`src/rtl/slot_pkg.sv`:
```
// Shared types and constants for the slot score keeper: FSM states, win classes, reel constants.
// Pure declarations; no logic or latency of its own.
package slot_pkg;

  typedef enum logic [2:0] {
    IDLE,
    SPIN,
    EVAL,
    PAYOUT,
    WAIT_CLR
  } state_t;

  localparam logic [1:0] WIN_NONE  = 2'd0;
  localparam logic [1:0] WIN_PAIR  = 2'd1;
  localparam logic [1:0] WIN_THREE = 2'd2;
  localparam logic [1:0] WIN_FOUR  = 2'd3;

  localparam logic [3:0] SEVEN = 4'd7;

  // Clamp an elaboration-time payout amount into the 8-bit payout field.
  function automatic logic [7:0] sat8(input int v);
    logic [7:0] r;
    if (v > 255) begin
      r = 8'd255;
    end else if (v < 0) begin
      r = 8'd0;
    end else begin
      r = v[7:0];
    end
    return r;
  endfunction

endpackage

```
`src/rtl/slot_score_keeper_if.sv`:
```
// Play-request / reel-result bundle feeding the score keeper, plus its status back to the display stage.
// master drives spin and the reel values; slave is the score keeper.
interface slot_score_keeper_if #(
  parameter int CRED_W = 10
);

  logic              spin;
  logic              result_valid;
  logic [3:0]        randNum1;
  logic [3:0]        randNum2;
  logic [3:0]        randNum3;
  logic [3:0]        randNum4;
  logic [CRED_W-1:0] credits;
  logic [1:0]        win_code;
  logic [7:0]        payout;
  logic              win_pulse;
  logic              insufficient;
  logic              busy;
  logic              seven_jackpot;

  modport master (
    output spin, result_valid, randNum1, randNum2, randNum3, randNum4,
    input  credits, win_code, payout, win_pulse, insufficient, busy, seven_jackpot
  );

  modport slave (
    input  spin, result_valid, randNum1, randNum2, randNum3, randNum4,
    output credits, win_code, payout, win_pulse, insufficient, busy, seven_jackpot
  );

endinterface

```
`src/rtl/slot_match_classify.sv`:
```
// Combinational match classifier: maximum digit multiplicity among four reels mapped to a win class.
// Zero latency; no handshake.
module slot_match_classify
  import slot_pkg::*;
(
  input  logic [3:0] d0,
  input  logic [3:0] d1,
  input  logic [3:0] d2,
  input  logic [3:0] d3,
  output logic [1:0] win_code
);

  logic e01, e02, e03, e12, e13, e23;
  logic [1:0] c0, c1, c2, c3;

  assign e01 = (d0 == d1);
  assign e02 = (d0 == d2);
  assign e03 = (d0 == d3);
  assign e12 = (d1 == d2);
  assign e13 = (d1 == d3);
  assign e23 = (d2 == d3);

  // Per-digit count of *other* digits that match it; max count + 1 is the multiplicity.
  always_comb begin
    c0 = {1'b0, e01} + {1'b0, e02} + {1'b0, e03};
    c1 = {1'b0, e01} + {1'b0, e12} + {1'b0, e13};
    c2 = {1'b0, e02} + {1'b0, e12} + {1'b0, e23};
    c3 = {1'b0, e03} + {1'b0, e13} + {1'b0, e23};
  end

  always_comb begin
    win_code = WIN_NONE;
    if ((c0 == 2'd3) || (c1 == 2'd3) || (c2 == 2'd3) || (c3 == 2'd3)) begin
      win_code = WIN_FOUR;
    end else if ((c0 == 2'd2) || (c1 == 2'd2) || (c2 == 2'd2) || (c3 == 2'd2)) begin
      win_code = WIN_THREE;
    end else if ((c0 != 2'd0) || (c1 != 2'd0) || (c2 != 2'd0) || (c3 != 2'd0)) begin
      win_code = WIN_PAIR;
    end
  end

endmodule

```
`src/rtl/slot_score_keeper.sv`:
```
// Slot score keeper: debit a bet per spin, latch settled reels, classify, credit a saturating payout.
// Latch-to-credit latency 3 edges; waits in WAIT_CLR until result_valid drops. SLOT_SEVEN_JACKPOT_EN enables the four-7s jackpot.
module slot_score_keeper
  import slot_pkg::*;
#(
  parameter int CRED_W       = 10,
  parameter int INIT_CREDITS = 100,
  parameter int BET          = 1,
  parameter int PAY_PAIR     = 2,
  parameter int PAY_THREE    = 10,
  parameter int PAY_FOUR     = 50
) (
  input  logic              clk,
  input  logic              reset,
  slot_score_keeper_if.slave bus
);

  localparam logic [CRED_W-1:0] INIT_C   = CRED_W'(INIT_CREDITS);
  localparam logic [CRED_W-1:0] BET_C    = CRED_W'(BET);
  localparam logic [CRED_W-1:0] CRED_MAX = '1;
  localparam logic [7:0]        PAY_P    = sat8(PAY_PAIR);
  localparam logic [7:0]        PAY_T    = sat8(PAY_THREE);
  localparam logic [7:0]        PAY_F    = sat8(PAY_FOUR);
  // One spare bit above the wider of the two addends so the overflow is always visible.
  localparam int                SUM_W    = ((CRED_W > 8) ? CRED_W : 8) + 1;

  state_t            state_q, state_d;
  logic [CRED_W-1:0] credits_q, credits_d;
  logic [1:0]        win_code_q, win_code_d;
  logic [7:0]        payout_q, payout_d;
  logic              win_pulse_q, win_pulse_d;
  logic              insufficient_q, insufficient_d;
  logic              seven_q, seven_d;
  logic [3:0][3:0]   dig_q, dig_d;

  logic [1:0]        class_code;
  logic [7:0]        class_pay;
  logic [SUM_W-1:0]  sum;
  logic [CRED_W-1:0] credits_sat;

  slot_match_classify u_classify (
    .d0       (dig_q[0]),
    .d1       (dig_q[1]),
    .d2       (dig_q[2]),
    .d3       (dig_q[3]),
    .win_code (class_code)
  );

  always_comb begin
    class_pay = 8'd0;
    case (class_code)
      WIN_PAIR:  class_pay = PAY_P;
      WIN_THREE: class_pay = PAY_T;
      WIN_FOUR:  class_pay = PAY_F;
      default:   class_pay = 8'd0;
    endcase
  end

`ifdef SLOT_SEVEN_JACKPOT_EN
  localparam logic [7:0] PAY_JACK = sat8(2 * PAY_FOUR);
  logic is_seven;
  assign is_seven = (dig_q[0] == SEVEN) && (dig_q[1] == SEVEN) &&
                    (dig_q[2] == SEVEN) && (dig_q[3] == SEVEN);
`endif

  always_comb begin
    sum         = SUM_W'(credits_q) + SUM_W'(payout_q);
    credits_sat = (sum > SUM_W'(CRED_MAX)) ? CRED_MAX : sum[CRED_W-1:0];
  end

  always_comb begin
    state_d        = state_q;
    credits_d      = credits_q;
    win_code_d     = win_code_q;
    payout_d       = payout_q;
    win_pulse_d    = 1'b0;
    insufficient_d = 1'b0;
    seven_d        = seven_q;
    dig_d          = dig_q;

    case (state_q)
      IDLE: begin
        if (bus.spin) begin
          if (credits_q >= BET_C) begin
            credits_d  = credits_q - BET_C;
            win_code_d = WIN_NONE;
            payout_d   = 8'd0;
            seven_d    = 1'b0;
            state_d    = SPIN;
          end else begin
            insufficient_d = 1'b1;
          end
        end
      end
      SPIN: begin
        if (bus.result_valid) begin
          dig_d   = {bus.randNum4, bus.randNum3, bus.randNum2, bus.randNum1};
          state_d = EVAL;
        end
      end
      EVAL: begin
        win_code_d = class_code;
        payout_d   = class_pay;
`ifdef SLOT_SEVEN_JACKPOT_EN
        if (is_seven) begin
          payout_d = PAY_JACK;
          seven_d  = 1'b1;
        end
`endif
        state_d = PAYOUT;
      end
      PAYOUT: begin
        credits_d   = credits_sat;
        win_pulse_d = (payout_q != 8'd0);
        state_d     = WAIT_CLR;
      end
      WAIT_CLR: begin
        // Hold off until the reels restart so one result is never scored twice.
        if (!bus.result_valid) begin
          state_d = IDLE;
        end
      end
      default: state_d = IDLE;
    endcase
  end

  always_ff @(posedge clk or posedge reset) begin
    if (reset) begin
      state_q        <= IDLE;
      credits_q      <= INIT_C;
      win_code_q     <= WIN_NONE;
      payout_q       <= 8'd0;
      win_pulse_q    <= 1'b0;
      insufficient_q <= 1'b0;
      seven_q        <= 1'b0;
      dig_q          <= '0;
    end else begin
      state_q        <= state_d;
      credits_q      <= credits_d;
      win_code_q     <= win_code_d;
      payout_q       <= payout_d;
      win_pulse_q    <= win_pulse_d;
      insufficient_q <= insufficient_d;
      seven_q        <= seven_d;
      dig_q          <= dig_d;
    end
  end

  assign bus.credits       = credits_q;
  assign bus.win_code      = win_code_q;
  assign bus.payout        = payout_q;
  assign bus.win_pulse     = win_pulse_q;
  assign bus.insufficient  = insufficient_q;
  assign bus.busy          = (state_q != IDLE);
  assign bus.seven_jackpot = seven_q;

endmodule

```
`src/flat_wrapper.sv`:
```
// flat-port wrapper written by rule: the top's interface ports become plain ports
module slot_score_keeper_flat import slot_pkg::*;
#(
  parameter int CRED_W       = 10,
  parameter int INIT_CREDITS = 100,
  parameter int BET          = 1,
  parameter int PAY_PAIR     = 2,
  parameter int PAY_THREE    = 10,
  parameter int PAY_FOUR     = 50
)
  (clk, reset, bus_spin, bus_result_valid, bus_randNum1, bus_randNum2, bus_randNum3, bus_randNum4, bus_credits, bus_win_code, bus_payout, bus_win_pulse, bus_insufficient, bus_busy, bus_seven_jackpot);
  slot_score_keeper_if #(.CRED_W(CRED_W)) bus_i ();
  input  logic clk;
  input  logic reset;
  input wire logic [$bits(bus_i.spin)-1:0] bus_spin;
  input wire logic [$bits(bus_i.result_valid)-1:0] bus_result_valid;
  input wire logic [$bits(bus_i.randNum1)-1:0] bus_randNum1;
  input wire logic [$bits(bus_i.randNum2)-1:0] bus_randNum2;
  input wire logic [$bits(bus_i.randNum3)-1:0] bus_randNum3;
  input wire logic [$bits(bus_i.randNum4)-1:0] bus_randNum4;
  output wire logic [$bits(bus_i.credits)-1:0] bus_credits;
  output wire logic [$bits(bus_i.win_code)-1:0] bus_win_code;
  output wire logic [$bits(bus_i.payout)-1:0] bus_payout;
  output wire logic [$bits(bus_i.win_pulse)-1:0] bus_win_pulse;
  output wire logic [$bits(bus_i.insufficient)-1:0] bus_insufficient;
  output wire logic [$bits(bus_i.busy)-1:0] bus_busy;
  output wire logic [$bits(bus_i.seven_jackpot)-1:0] bus_seven_jackpot;
  assign bus_i.spin = bus_spin;
  assign bus_i.result_valid = bus_result_valid;
  assign bus_i.randNum1 = bus_randNum1;
  assign bus_i.randNum2 = bus_randNum2;
  assign bus_i.randNum3 = bus_randNum3;
  assign bus_i.randNum4 = bus_randNum4;
  assign bus_credits = bus_i.credits;
  assign bus_win_code = bus_i.win_code;
  assign bus_payout = bus_i.payout;
  assign bus_win_pulse = bus_i.win_pulse;
  assign bus_insufficient = bus_i.insufficient;
  assign bus_busy = bus_i.busy;
  assign bus_seven_jackpot = bus_i.seven_jackpot;
  slot_score_keeper #(.CRED_W(CRED_W), .INIT_CREDITS(INIT_CREDITS), .BET(BET), .PAY_PAIR(PAY_PAIR), .PAY_THREE(PAY_THREE), .PAY_FOUR(PAY_FOUR)) u_core (.clk(clk), .reset(reset), .bus(bus_i));
endmodule
```
`config.mk`:
```
export PLATFORM = sky130hd
export DESIGN_NAME = slot_score_keeper_flat
export DESIGN_NICKNAME = d
export VERILOG_FILES = /design/src/rtl/slot_pkg.sv /design/src/rtl/slot_score_keeper_if.sv /design/src/rtl/slot_match_classify.sv /design/src/rtl/slot_score_keeper.sv /design/src/flat_wrapper.sv
export SDC_FILE = /design/constraint.sdc
export NUM_CORES = 1
export LEC_CHECK = 0
export ABC_CLOCK_PERIOD_IN_PS = 6220
export CAP_MARGIN = 30
export CORE_UTILIZATION = 40
export CTS_CLUSTER_DIAMETER = 60
export DETAILED_ROUTE_END_ITERATION = 10
export DONT_BUFFER_PORTS = 1
export GPL_TIMING_DRIVEN = 0
export PLACE_DENSITY_LB_ADDON = 0.25
export SLEW_MARGIN = 20
export SYNTH_ARGS = -nofsm -noshare
export SYNTH_HDL_FRONTEND = slang
export SYNTH_HIERARCHICAL = 1
export SYNTH_SLANG_ARGS = --single-unit
```
`constraint.sdc`:
```
create_clock -name clk -period 6.22 [get_ports clk]
set_input_delay 1.866 -clock clk [delete_from_list [all_inputs] [get_ports clk]]
set_output_delay 1.866 -clock clk [all_outputs]
set_load 0.05 [all_outputs]
```
==> results.cfg, run 1 <==
[status]
status = completed

[sta]
min_period_ps = 3190
finalClockSkew_ps = 15.3
tns_ps = 0
finalCritPeriodShare = 0.512
max_slew_margin = 0.505
slew_violations = 0
finalSetupViolCount = 0
hold_violations = 0
fin_hold_ws_ps = 563
tightest_slew_ps = 743
rsz0062_at_grt = no
max_clock_freq_mhz = 314

[power_and_ir_drop]
p_int_uw = 831
powerDensity_nw_per_um2 = 632
p_comb_frac = 0.525
p_leak_nw = 1.10
switchingPower_uw = 848
power.share.clock = 0.095
netSwitchingFraction = 0.505
peakVddDrop_mv = 0.257
seqPwrFrac = 0.380

[synthesis]
synth-async-reset-ratio = 1.00
yosysTopAreaCell = dfrtp_1
ys_dominant_reg_cell = dfrtp_1
synth_seq_cells = 36
ys_top_cells_by_area = dfrtp_1 34%, xnor2_1 7.8%, mux2_1 4.6%
synth-edff-count = 0
synth_warnings = 6
synthTopCellsByCount = 33 x dfrtp_1, 22 x xnor2_1, 15 x nand2_1, 12 x nor2_1, 11 x inv_1
syn_area_per_cell_sq_um = 10.4
ys_seq_area_frac = 0.367
syn-cell-area_sq_um = 2460
syn_inst = 237
synth_top_area_frac = 0.335
yosysMostFrequentCell = dfrtp_1
yosysUniqueCellTypes = 57

[hold_path]
holdPathEnd = u_core/state_q[0]$_DFFE_PP0P_
hold_path.class = register to register
hold_depth = 2
min-delay-start = u_core/state_q[2]$_DFFE_PP0P_

[clock_tree]
hold_buffers = 0
h-tree-depth = 2
cts.clk_slew.worst_paths_ps = 70
clock_path_buffers = 2
postCtsSetupRepairBufs = 0
cts_tree = yes
clockRootBuffer = clkbuf_8
clock-sinks = 36
cts_buffers = 5
postCtsResizedCells = 0
insertion_delay_ps = 290

[die]
start_util = 0.416
io_pins = 44
chipWidth_um = 80.5
die_h_um = 80.5
die-area_sq_um = 6480
fp.coreArea_sq_um = 5920
num_rows = 28

[setup_path]
cpPeakStageDelay_ps = 730
r2r-start = u_core/dig_q[8]$_DFFE_PP0P_
critPathBufInv = 1
crit_start = u_core/bus.payout[4]$_DFFE_PP0P_
cp_max_fo = 6
cp_cell_sequence = buf_4
reg2reg_to = u_core/bus.payout[1]$_DFFE_PP0P_
cp_slowest_cell = dfrtp_1
reg2reg_depth = 9
path_depth = 1
critPathLaunchType = register
crit_family = flip-flops
arrival_ps = 1320
critical_path_required_ps = 4350
rrSetupSlack_ps = 3340
crit_type = register to output port
end_kind = output port

[finish]
area_growth_pct = 7.72
drive_above_1_share = 0.177
insertedDiodeCount = 0
nets = 279

[global_routing]
grt_util_all_layers = 0.170
grt_max_degree = 37
grt_pass1_vias = 1793
antenna_found_initial = 0
grt_overflow = 0
grt_pass1_wl_um = 8470

[detailed_routing]
drtPass1Iterations = 4
wl_per_cell_um = 15.3
drt_iter0_drc = 110
drcViolationCount = 0
via_count = 1765
ant_nets = 0
finalWirelength_um = 4960
viasPerCell = 5.45

[placed_design]
place.gp.congestion = 0.818
portBuffers = 0
dpl.hpwl_um = 3800

[run]
drv_cap = 0
-- worst reg2reg max path: stages, from the launching register on --
cell      delay [ps]
dfrtp_1          440
xor2_1           190
nor4_1           510
fa_1             540
nand2b_1         180
nor4_2           160
nor3_1            70
or3_1            430
o21ai_0          180
nand2_1           60
-- per-layer routing --
metal	GRT usage	vias to the layer above	share of wire	wire length, um
met1	0.214	842	0.47	2320
met2	0.282	44	0.47	2310
met3	0.0477	6	0.058	286
li1	-	873	-	-
met5	0	-	0	0
met4	0.0446	0	0.010	51
-- metrics by stage --
stage | power [mW] | setup WS, ps | instance area, sq um | util | instances
2_1_floorplan | 1.35 | 3310 | 2480 | - | 241
3_3_place_gp | 1.50 | 3130 | 2570 | 0.434 | 316
3_5_place_dp | 1.53 | 3160 | 2570 | 0.434 | 316
4_1_cts | 1.70 | 3010 | 2650 | 0.448 | 324
5_1_grt | 1.83 | 2960 | 2650 | 0.448 | 324
6_report | 1.68 | 3030 | 2650 | 0.448 | 324
-- cell usage in the layout, fill, tap and decap left out, types with 6 or more instances in the layout --
master and count:
inv_1 10, nor2_1 12, xnor2_1 22, a21oi_1 9, nor3_1 9, dfrtp_1 33, o21ai_0 6, mux2_1 10
nand3_1 6, ha_1 7, buf_4 8, mux2_2 6, nand2_1 15
-- power groups by stage --
| stage | logic (mW) | clock network, mW | registers, mW |
|---|---|---|---|
| after floorplan | 0.745 | 0 | 0.603 |
| after global placement | 0.861 | 0 | 0.642 |
| after detailed placement | 0.880 | 0 | 0.647 |
| after CTS | 0.886 | 0.168 | 0.641 |
| after global routing | 0.987 | 0.179 | 0.661 |
| final | 0.881 | 0.160 | 0.638 |
-- worst max path at each step --
stage,slack [ps],to
floorplan,3310,u_core/dig_q[0]$_DFFE_PP0P_
finish,3030,bus_payout[5]
detailed placement,3160,u_core/dig_q[2]$_DFFE_PP0P_
global route,2960,bus_busy
global placement,3130,u_core/dig_q[7]$_DFFE_PP0P_
CTS,3010,bus_payout[5]
-- cells by family after synthesis --
logic type / share of synthesized area
and+or+nand+nor: 0.186
AOI/OAI and AO/OA: 0.155
DFF: 0.367
xor gates and xnor gates: 0.0960
buffers and inverters: 0.0533
muxes: 0.0731
adders and majority gates: 0.0681
other: 0.00152
-- sequential cells by signal, indices dropped and copies added, names as in the netlist --
register,flops
u_core/bus.credits,10
u_core/bus.insufficient,1
u_core/bus.payout,3
u_core/bus.win_code,2
u_core/bus.win_pulse,1
u_core/dig_q,16
u_core/state_q,3
-- final cells by class --
cell class / count / area, sq um
flip-flops and latches: 36 / 905
clock buffers: 7 / 76.3
fillers: 569 / 3270
plain buffers: 12 / 86.3
multi-input cells: 181 / 1440
inverters: 12 / 45.0
clock inverters: 1 / 5.00
well taps: 75 / 93.8
No activity file was read; power rests on OpenSTA's default activity.
==> inputs of run 2 (changes only) <==
ABC_CLOCK_PERIOD_IN_PS = 2700   (was 6220)
clock period = 2.7 ns   (was 6.22 ns; I/O delays follow)
==> run 2 against run 1 <==
Compared with the run above:
- clock skew about the same
- via count increased by 0.91%
- setup slack got worse by 3000 ps
- sequential cell count unchanged
- critical endpoint is now u_core/bus.payout[4]$_DFFE_PP0P_
- largest cell class unchanged
==> results.cfg, run 2 (synthesis results as in run 1) <==
[sta]
tightest_slew_ps = 743
hold_violations = 0
finalClockSkew_ps = 15.2
finalSetupViolCount = 0
max_clock_freq_mhz = 380
finalCritPeriodShare = 0.974
rsz0062_at_grt = yes
max_slew_margin = 0.505
min_period_ps = 2630
slew_violations = 0

[placed_design]
place.gp.congestion = 0.818
dpl.hpwl_um = 3800
placed_cells = 316
portBuffers = 0

[clock_tree]
clockRootBuffer = clkbuf_8
cts_tree = yes
h-tree-depth = 2
clock-sinks = 36
clock_path_buffers = 2
cts_buffers = 5
hold_buffers = 0
cts.clk_slew.worst_paths_ps = 80
insertion_delay_ps = 290

[global_routing]
grt_overflow = 0
grt_pass1_wl_um = 8560
antenna_found_initial = 0
grt_pass1_vias = 1809
grt_util_all_layers = 0.172
grt_max_degree = 37

[setup_path]
crit_type = register to register
reg2reg_to = u_core/bus.payout[4]$_DFFE_PP0P_
arrival_ps = 2790
end_kind = register
rrSetupSlack_ps = 70
critPathLaunchType = register
reg2reg_depth = 9
cp_max_fo = 4
critical_path_required_ps = 2860
r2r-start = u_core/dig_q[8]$_DFFE_PP0P_

[detailed_routing]
drt_iter0_drc = 123
viasPerCell = 5.45
via_count = 1781
drtPass1Iterations = 4
finalWirelength_um = 5050
ant_nets = 0
drcViolationCount = 0
wl_per_cell_um = 15.4

[status]
status = completed

[finish]
mostFrequentLayoutCell = dfrtp_1
final_cell_mix = 26 x dfrtp_1, 20 x xnor2_1, 15 x nand2_1, 12 x nor2_1, 11 x buf_4
fillCellCount = 563
finalNonFillerCells = 327
regMostFlops = u_core/dig_q
insertedDiodeCount = 0
area_growth_pct = 11.6
drive_above_1_share = 0.250
largest_register_ffs = 16
nets = 282

[die]
io_pins = 44
die_h_um = 80.5
num_rows = 28
start_util = 0.416
die-area_sq_um = 6480
fp.coreArea_sq_um = 5920
chipWidth_um = 80.5

[run]
drv_cap = 0

[hold_path]
hold_path.class = input port to asynchronous set/reset pin
[run 2: cell count changes in the layout (fill, tap and decap cells not counted), moves of 2 or more]
cell,previous run,this run
and4_4,0,2
xnor2_1,22,20
dfrtp_1,33,26
xnor2_2,0,2
fa_2,0,2
buf_4,8,11
and4_1,3,1
dfrtp_2,0,7
fa_1,4,2
[run 2: how the worst max path moves through the flow]
stage,end,from,cells after the start,slack [ps]
6_report,u_core/bus.payout[4]$_DFFE_PP0P_,u_core/dig_q[8]$_DFFE_PP0P_,9,70
5_1_grt,u_core/bus.payout[4]$_DFFE_PP0P_,u_core/dig_q[8]$_DFFE_PP0P_,9,-40
4_1_cts,u_core/bus.payout[4]$_DFFE_PP0P_,u_core/dig_q[14]$_DFFE_PP0P_,9,4
3_5_place_dp,u_core/bus.payout[1]$_DFFE_PP0P_,u_core/dig_q[8]$_DFFE_PP0P_,9,-160
3_3_place_gp,u_core/bus.payout[1]$_DFFE_PP0P_,u_core/dig_q[8]$_DFFE_PP0P_,9,-100
2_1_floorplan,u_core/bus.payout[4]$_DFFE_PP0P_,u_core/dig_q[8]$_DFFE_PP0P_,7,90
[run 2: area by class of cell]
| class | instances | area, sq um | area share |
|---|---|---|---|
| Tap cell | 75 | 93.8 | 0.0341 |
| Sequential cell | 36 | 913 | 0.332 |
| Multi-Input combinational cell | 181 | 1510 | 0.548 |
| Buffer | 12 | 86.3 | 0.0314 |
| Timing Repair Buffer | 3 | 22.5 | 0.00819 |
| Inverter | 12 | 45.0 | 0.0164 |
| Clock inverter | 1 | 5.00 | 0.00182 |
| Clock buffer | 7 | 76.3 | 0.0278 |
[run 2: routing by layer]
layer	up-vias	global-route usage	wire, um
met3	6	0.0477	286
met4	0	0.0446	45
met1	853	0.216	2330
li1	878	-	-
met2	44	0.288	2380
met5	-	0	0
[run 2: per-stage QoR]
step | utilization | cell area [sq um] | setup WS [ps] | hold slack, ps | TNS, ps
after floorplan | - | 2480 | 86.4 | 532 | 0
after global routing | 0.464 | 2750 | -40.8 | 587 | -151
after detailed placement | 0.434 | 2570 | -160 | 563 | -495
after global placement | 0.434 | 2570 | -98.2 | 557 | -258
final | 0.464 | 2750 | 71.1 | 525 | 0
after CTS | 0.454 | 2690 | 4.30 | 549 | 0
[run 2: timing repair]
item | CTS | global route
gates resized for setup | 5 | 15
setup endpoints to repair | 4 | 6
buffers inserted | 2 | 1
pin swaps | 4 | 6
[run 2: worst max-delay path, stage by stage (launching register included)]
cell and delay (ps):
dfrtp_2 440, xor2_1 180, nor4_2 260, buf_4 170, fa_1 410, nand2b_4 160
nor4_4 200, nor3_1 70, or3_4 390, a32o_1 230
Power of run 2 is not shown: default switching activity piles up to over one toggle a cycle in this logic, so the estimate is an artifact.
==> inputs of run 3 (changes only) <==
CELL_PAD_IN_SITES_DETAIL_PLACEMENT = 0   (was default)
CELL_PAD_IN_SITES_GLOBAL_PLACEMENT = 1   (was default)
MAX_ROUTING_LAYER = met4   (was default)
==> run 3 against run 2 <==
Compared with the run above:
- count of clock-buffer cells in the layout down 2
- wire length increased by 2.6%
- utilization is 0.063 points lower
- cell area fell by 0.14%
- worst hold slack got worse by 200 ps
- via count increased by 1.6%
- die area unchanged
- sequential cell count unchanged
- register-to-register slack got worse by 30 ps
- critical path depth is the same
- largest cell class unchanged
- highest routed layer unchanged
==> results.cfg, run 3 (synthesis results as in run 1) <==
[status]
status = completed

[sta]
hold_violations = 0
fin_hold_ws_ps = 323
max_slew_margin = 0.456
finalSetupViolCount = 0
max_clock_freq_mhz = 377
min_period_ps = 2660
tightest_slew_ps = 815
finalCritPeriodShare = 0.983
finalClockSkew_ps = 8.42
slew_violations = 0

[hold_path]
hold_path.class = input port to asynchronous set/reset pin

[finish]
finalNonFillerCells = 326
insertedDiodeCount = 0
regMostFlops = u_core/dig_q
drive_above_1_share = 0.243
area_growth_pct = 11.5
largest_register_ffs = 16
final_cell_mix = 25 x dfrtp_1, 22 x xnor2_1, 15 x nand2_1, 12 x nor2_1
mostFrequentLayoutCell = dfrtp_1
nets = 281

[setup_path]
crit_family = simple AND/OR/NAND/NOR gates
critical_path_required_ps = 2880
reg2reg_depth = 9
cpPeakStageDelay_ps = 450
cp_max_fo = 4
end_kind = register
arrival_ps = 2830
critPathBufInv = 1
cp_slowest_cell = dfrtp_2
cpMostUsedCell = nor4_2
critPathLaunchType = register
path_depth = 9
cp_cell_sequence = xor2_1, nor4_2, buf_4, fa_2, nand2b_1, nor4_2, nor3_1, or3_4, a32o_1
crit_type = register to register

[die]
fp.coreArea_sq_um = 5920
start_util = 0.416
num_rows = 28
die-area_sq_um = 6480
die_h_um = 80.5
io_pins = 44
chipWidth_um = 80.5

[placed_design]
place.gp.congestion = 0.773
portBuffers = 0
dpl.hpwl_um = 3910
placed_cells = 317

[global_routing]
grt_pass1_vias = 1676
antenna_found_initial = 0
grt_max_degree = 29
grt_pass1_wl_um = 8400
grt_overflow = 0
grt_util_all_layers = 0.178

[detailed_routing]
via_count = 1810
wl_per_cell_um = 15.9
ant_nets = 0
drcViolationCount = 0
drtPass1Iterations = 4
viasPerCell = 5.55
finalWirelength_um = 5180
drt_iter0_drc = 85

[clock_tree]
cts_tree = yes
clockRootBuffer = clkbuf_8
insertion_delay_ps = 290
cts_buffers = 5
h-tree-depth = 2
hold_buffers = 0
clock-sinks = 36
cts.clk_slew.worst_paths_ps = 80
clock_path_buffers = 2

[power_and_ir_drop]
powerDensity_nw_per_um2 = 1500
p_total_mw = 4.12
p_leak_nw = 1.11
peakVddDrop_mv = 0.622

[run]
drv_cap = 0
==> run 3: cell count changes in the layout (fill, tap and decap cells not counted), moves of 2 or more <==
cell,delta
xnor2_1,+2
and4_4,-2
clkbuf_1,-2
xnor2_2,-2
and4_1,+2
buf_4,-2
==> run 3: stage by stage <==
stage	setup WS (ps)	setup TNS (ps)	area, sq um	util
detailed placement	-117	-348	2590	0.438
global route	-33.6	-95.8	2750	0.464
global placement	-146	-410	2570	0.434
floorplan	86.4	0	2480	-
finish	44.7	0	2750	0.464
CTS	0.500	0	2710	0.458
==> run 3: path summary, 6_finish.rpt <==
| check | from | to | slack [ps] |
|---|---|---|---|
| min reg2reg | u_core/state_q[2]$_DFFE_PP0P_ | u_core/state_q[0]$_DFFE_PP0P_ | 570 |
| min | reset | u_core/bus.credits[8]$_DFFE_PP0P_ | 320 |
| max reg2reg | u_core/dig_q[8]$_DFFE_PP0P_ | u_core/bus.payout[4]$_DFFE_PP0P_ | 40 |
| max in group asynchronous | reset | u_core/bus.credits[2]$_DFFE_PP1P_ | 1880 |
| max | u_core/dig_q[8]$_DFFE_PP0P_ | u_core/bus.payout[4]$_DFFE_PP0P_ | 40 |
| min in group clk | u_core/state_q[2]$_DFFE_PP0P_ | u_core/state_q[0]$_DFFE_PP0P_ | 570 |
==> run 3: power breakdown <==
part	internal, mW	switching (mW)	total [mW]
clock	0.273	0.206	0.479
combinational	1.03	1.12	2.15
sequential	0.801	0.687	1.49
==> run 3: layout make-up <==
type                       instances  area, sq um
timing repair buffer               2         27.5
clock buffer                       5         68.8
inverter                          12         45.0
tap                               75         93.8
sequential                        36          915
buffer                            12         86.3
multi-input combinational        181         1470
fill                             582         3170
clock inverter                     3         42.5
==> run 3: metal layers <==
metal	GRT usage	routed length, um	vias to the layer above
met2	0.280	2350	44
met3	0.0432	278	6
met4	0.0536	67	0
met1	0.225	2480	881
li1	-	-	879
met5	-	0	-
==> run 3: repair_timing <==
item                                    in CTS  in global routing
pin swaps                                    1                  4
endpoints found under the setup margin       4                  5
setup buffers                                0                  1
gates resized for setup                      1                 13
